## config.mk

```make
export PLATFORM = sky130hd
export DESIGN_NAME = fx_chain_ctrl
export DESIGN_NICKNAME = d
export VERILOG_FILES = /design/src/rtl/fx_chain_ctrl.sv
export SDC_FILE = /design/constraint.sdc
export NUM_CORES = 1
export LEC_CHECK = 0
export ABC_AREA = 1
export CAP_MARGIN = 25
export CORE_ASPECT_RATIO = 1.4
export CORE_MARGIN = 2
export CORE_UTILIZATION = 45
export DETAILED_ROUTE_END_ITERATION = 8
export PLACE_DENSITY = 0.76
export SLEW_MARGIN = 20
export SYNTH_ARGS = -nofsm -noshare
export SYNTH_HDL_FRONTEND = slang
export SYNTH_SLANG_ARGS = --single-unit
```

## constraint.sdc

```tcl
create_clock -name clk -period 13.2 [get_ports clk]
set_input_delay 2.64 -clock clk [delete_from_list [all_inputs] [get_ports clk]]
set_output_delay 2.64 -clock clk [all_outputs]
set_load 0.01 [all_outputs]
```

## src/rtl/fx_chain_ctrl.sv

```systemverilog
// fx_chain_ctrl: serial chain of N_FX bypassable effect stages with debounced slider selection.
// Define FX_XFADE_EN for per-sample gain ramps; left undefined, gains switch hard on the next VALID.
`default_nettype none

module fx_chain_ctrl #(
  parameter int N_FX       = 4,
  parameter int W          = 16,
  parameter int RAMP_BITS  = 6,
  parameter int STABLE_CYC = 1024
) (
  input  logic                         clk,
  input  logic                         RESET,
  input  logic                         VALID,
  input  logic signed [W-1:0]          dry_in,
  input  logic [N_FX*W-1:0]            fx_out,
  input  logic [11:0]                  sel_pot,
  input  logic                         pb_fall,
  output logic [N_FX*W-1:0]            fx_in,
  output logic signed [W-1:0]          chain_out,
  output logic [N_FX-1:0]              fx_on,
  output logic [$clog2(N_FX+1)-1:0]    sel,
  output logic [2*N_FX-1:0]            LED
);

  localparam int SEL_W = $clog2(N_FX + 1);
  localparam int CNT_W = $clog2(STABLE_CYC + 1);
  localparam int P     = W + RAMP_BITS + 2;
  localparam logic [RAMP_BITS:0] FULL = {1'b1, {RAMP_BITS{1'b0}}};

  logic [15:0]        zone_prod;
  logic [SEL_W-1:0]   zone;
  logic [SEL_W-1:0]   cand;
  logic [CNT_W-1:0]   cnt;
  logic [RAMP_BITS:0] g [N_FX];
  logic signed [W-1:0] s [N_FX];

  assign zone_prod = {4'b0, sel_pot} * 16'(N_FX + 1);
  assign zone      = SEL_W'(zone_prod >> 12);

  // sel commits on the edge after the counter reaches STABLE_CYC-1, even if the zone moves on that edge
  always_ff @(posedge clk) begin
    if (RESET) begin
      cand <= '0;
      cnt  <= '0;
      sel  <= '0;
    end else begin
      if (cnt == CNT_W'(STABLE_CYC - 1))
        sel <= cand;
      if (zone != cand) begin
        cand <= zone;
        cnt  <= '0;
      end else if (cnt != CNT_W'(STABLE_CYC)) begin
        cnt <= cnt + CNT_W'(1);
      end
    end
  end

  always_ff @(posedge clk) begin
    if (RESET) begin
      fx_on <= '0;
    end else begin
      for (int k = 0; k < N_FX; k++)
        if (pb_fall && sel == SEL_W'(k + 1))
          fx_on[k] <= ~fx_on[k];
    end
  end

  always_ff @(posedge clk) begin
    if (RESET) begin
      for (int k = 0; k < N_FX; k++)
        g[k] <= '0;
    end else if (VALID) begin
      for (int k = 0; k < N_FX; k++) begin
`ifdef FX_XFADE_EN
        if (fx_on[k] && g[k] != FULL)
          g[k] <= g[k] + 1'b1;
        else if (!fx_on[k] && g[k] != '0)
          g[k] <= g[k] - 1'b1;
`else
        g[k] <= fx_on[k] ? FULL : '0;
`endif
      end
    end
  end

  // Convex mix g*wet + (FULL-g)*dry always lands back inside W bits
  for (genvar k = 0; k < N_FX; k++) begin : g_stage
    logic signed [W-1:0] x;
    logic signed [W-1:0] y;
    logic signed [P-1:0] acc;

    if (k == 0) begin : g_head
      assign x = dry_in;
    end else begin : g_link
      assign x = s[k-1];
    end

    assign y   = fx_out[k*W +: W];
    assign acc = $signed({{(P-RAMP_BITS-1){1'b0}}, g[k]}) * P'(y)
               + $signed({{(P-RAMP_BITS-1){1'b0}}, FULL - g[k]}) * P'(x);
    assign s[k] = W'(acc >>> RAMP_BITS);
    assign fx_in[k*W +: W] = x;
  end

  always_ff @(posedge clk) begin
    if (RESET)
      chain_out <= '0;
    else if (VALID)
      chain_out <= s[N_FX-1];
  end

  always_ff @(posedge clk) begin
    if (RESET) begin
      LED <= '0;
    end else begin
      for (int k = 0; k < N_FX; k++) begin
        LED[2*k]   <= (sel == SEL_W'(k + 1));
        LED[2*k+1] <= (sel == SEL_W'(k + 1)) && fx_on[k];
      end
    end
  end

endmodule

`default_nettype wire

```

==> summary.txt <==
Status - completed
Final worst path period share - 86.3%
Worst-margin pin slew - 0.824 ns
Crit Path Category - input port to output pin
RD Place Congestion - 0.885
CP delay by family, top - adder cells
Most frequent cell after synthesis - nand2_1
Post-route antenna net violation count - 0
Dpl cells - 1333
Mapped Cells - 936
Clock Sinks - 49
Most used DFF post-synth - dfxtp_1
Multi-input gate area - 5370 µm²
DR DRC count - 0
Pins Over Slew Limit - 0
Die ar. - 16300 µm²
Post-synth top area cell - ha_1
Seq/Total Area, Yosys - 14.9%
Post-synth ARST share - 0%
Skew final - 0.00568 ns
ANT cells - 0
Cell variety after synth - 47
Worst path most repeated cell - ha_1
TritonCTS clock tree - yes
Post-DP HPWL - 13900 µm
Hold WS - 0.461 ns
Rows - 53
Die W - 108 µm
Final layout net count - 1434
Max Fclk - 0.0877 GHz
Die Height - 150 µm
CTS hold repair buffers - 0
Vias per cell - 4.95
Post-synth EDFFs - 4
Leakage - 4.77 nW
Avg WL per Cell - 12.1 µm
Slowest stage cell, crit path - clkdlybuf4s50_1
Final TNS setup - 0 ns
Non-Filler Instances - 1341
Seq cells post-synth - 49
Share of cells above drive strength 1 - 5.13%
CP max stage delay - 0.48 ns
Relative slew slack - 45.1%
DR pass1 iterations - 4
Pin count of the biggest net entering global routing - 26
RSZ-0062 raised after global routing - no
Post-Route WL - 16200 µm
Core Area - 15000 µm²
Max clock buf depth - 2
Required time worst endpoint - 10.56 ns
Synth top cells by count - nand2_1, ha_1, inv_1
First-pass GRT wire length - 27500 µm
Setup Buffers After CTS - 0
Clk_lat worst skew - 0.30 ns
IO Pins - 191
Area grow syn2layout - 33.6%
Worst-path clk slew - 0.07 ns
Yosys top cell area share - 33.9%
Average size of a mapped cell - 7.34 µm²
Cell Pwr Density - 184 nW/µm²
FF/Latch Area - 1020 µm²
Critical path launch point type - input port
Peak VDD IR - 0.183 mV
Num CTS Buffers - 5
Worst Slack Setup Final - 1.80 ns
CP endpoint kind - output pin
Pre-CTS setup slack - 1.78 ns
Final hold violations - 0
Hold Crit Class - flop to flop
Fillers - 1408
Endpoints failing setup - 0
Worst Path Buf+Inv - 7
Vias in the first global route - 6396
Total global routing track utilization - 20.7%
# H-tree levels - 2
Top post-synthesis cells by area - ha_1, dfxtp_1, nand2_1
Crit path DAT - 8.76 ns
Grt total ovfl - 0
Final core occ - 61.2%
Clk root buf - clkbuf_16
PortBufs - 190
PostCTS Resize Cnt - 0
Max cap viols - 0
Initial core utilization - 45.8%
Yosys warns - 0
Crit path max fanout - 5
Mapped Area - 6870 µm²
DR iter-0 viols - 200
Initial antenna violation count - 0
Via Count - 6636
Tmin final - 11.40 ns
-- kinds of logic after synthesis --
family / synth area share, %
DFF: 14.9
and+or+nand+nor: 23.4
AOI/OAI and AO/OA: 11.5
other: 0.0546
buffers and inverters: 9.37
xor gates and xnor gates: 5.59
muxes: 0.146
adders and majority gates: 35.1
-- registers in the layout, summed over array words and instances (netlist names) --
name and cells:
LED 8, cand 3, chain_out 16, cnt 11
fx_on 4, g 4, sel 3
-- path summary, 6_finish.rpt --
kind                 from       endpoint  depth (start not counted)  slack, ns
max reg2reg       g[0][6]  chain_out[15]                         40       5.07
min          chain_out[5]   chain_out[5]                          2       0.46
max             dry_in[7]      fx_in[61]                         31       1.80
min reg2reg  chain_out[5]   chain_out[5]                          2       0.46
-- metrics by stage --
| step | instance area, µm² | power [mW] |
|---|---|---|
| 4_1_cts | 9170 | 1.66 |
| 5_1_grt | 9170 | 1.90 |
| 3_3_place_gp | 9000 | 1.49 |
| 6_report | 9170 | 1.68 |
| 2_1_floorplan | 7040 | 1.09 |
| 3_5_place_dp | 9000 | 1.51 |
-- tightest hold or removal path, stage by stage, from the launching register on --
cell and delay (ns):
dfxtp_1 0.31, nand2_1 0.06, nand2_1 0.05
-- where the power goes --
group	switching (mW)	total [mW]	internal, mW
combinational	0.735	1.36	0.627
clock	0.0604	0.144	0.0833
sequential	0.0100	0.178	0.168
-- layout make-up --
class,instances,share of cell area (%)
clock buffers,6,1.64
clock inverters,2,0.191
inverters,119,4.87
multi-input cells,780,58.6
flip-flops and latches,49,11.1
well taps,192,2.62
repair buffers,193,21.0
-- metal layers --
| layer | vias up | global-route usage [%] | wire length [µm] |
|---|---|---|---|
| li1 | 3468 | - | - |
| met2 | 161 | 39.1 | 7970 |
| met4 | 0 | 7.63 | 522 |
| met5 | - | 0 | 0 |
| met1 | 2973 | 22.2 | 6690 |
| met3 | 34 | 4.29 | 1050 |
-- placed cells by master (no fill, tap or decap), types with 4 or more instances in the layout --
cell type,Yosys,layout
nor2_2,5,5
fa_1,4,4
inv_1,118,118
a21oi_1,51,51
edfxtp_1,4,4
ha_1,186,186
nand2_2,9,9
nand3_1,27,27
nand3_2,11,11
nor2_1,48,48
conb_1,1,46
o21bai_1,8,8
a22o_1,5,5
nand4_1,7,7
nor3_1,16,16
a31oi_1,5,5
xor2_1,31,31
a21oi_2,9,9
dfxtp_1,45,45
nand2_1,234,234
clkbuf_16,0,6
clkdlybuf4s50_1,0,190
o21ai_0,40,40
xnor2_1,11,11
Power figures use the tool's default switching activity.
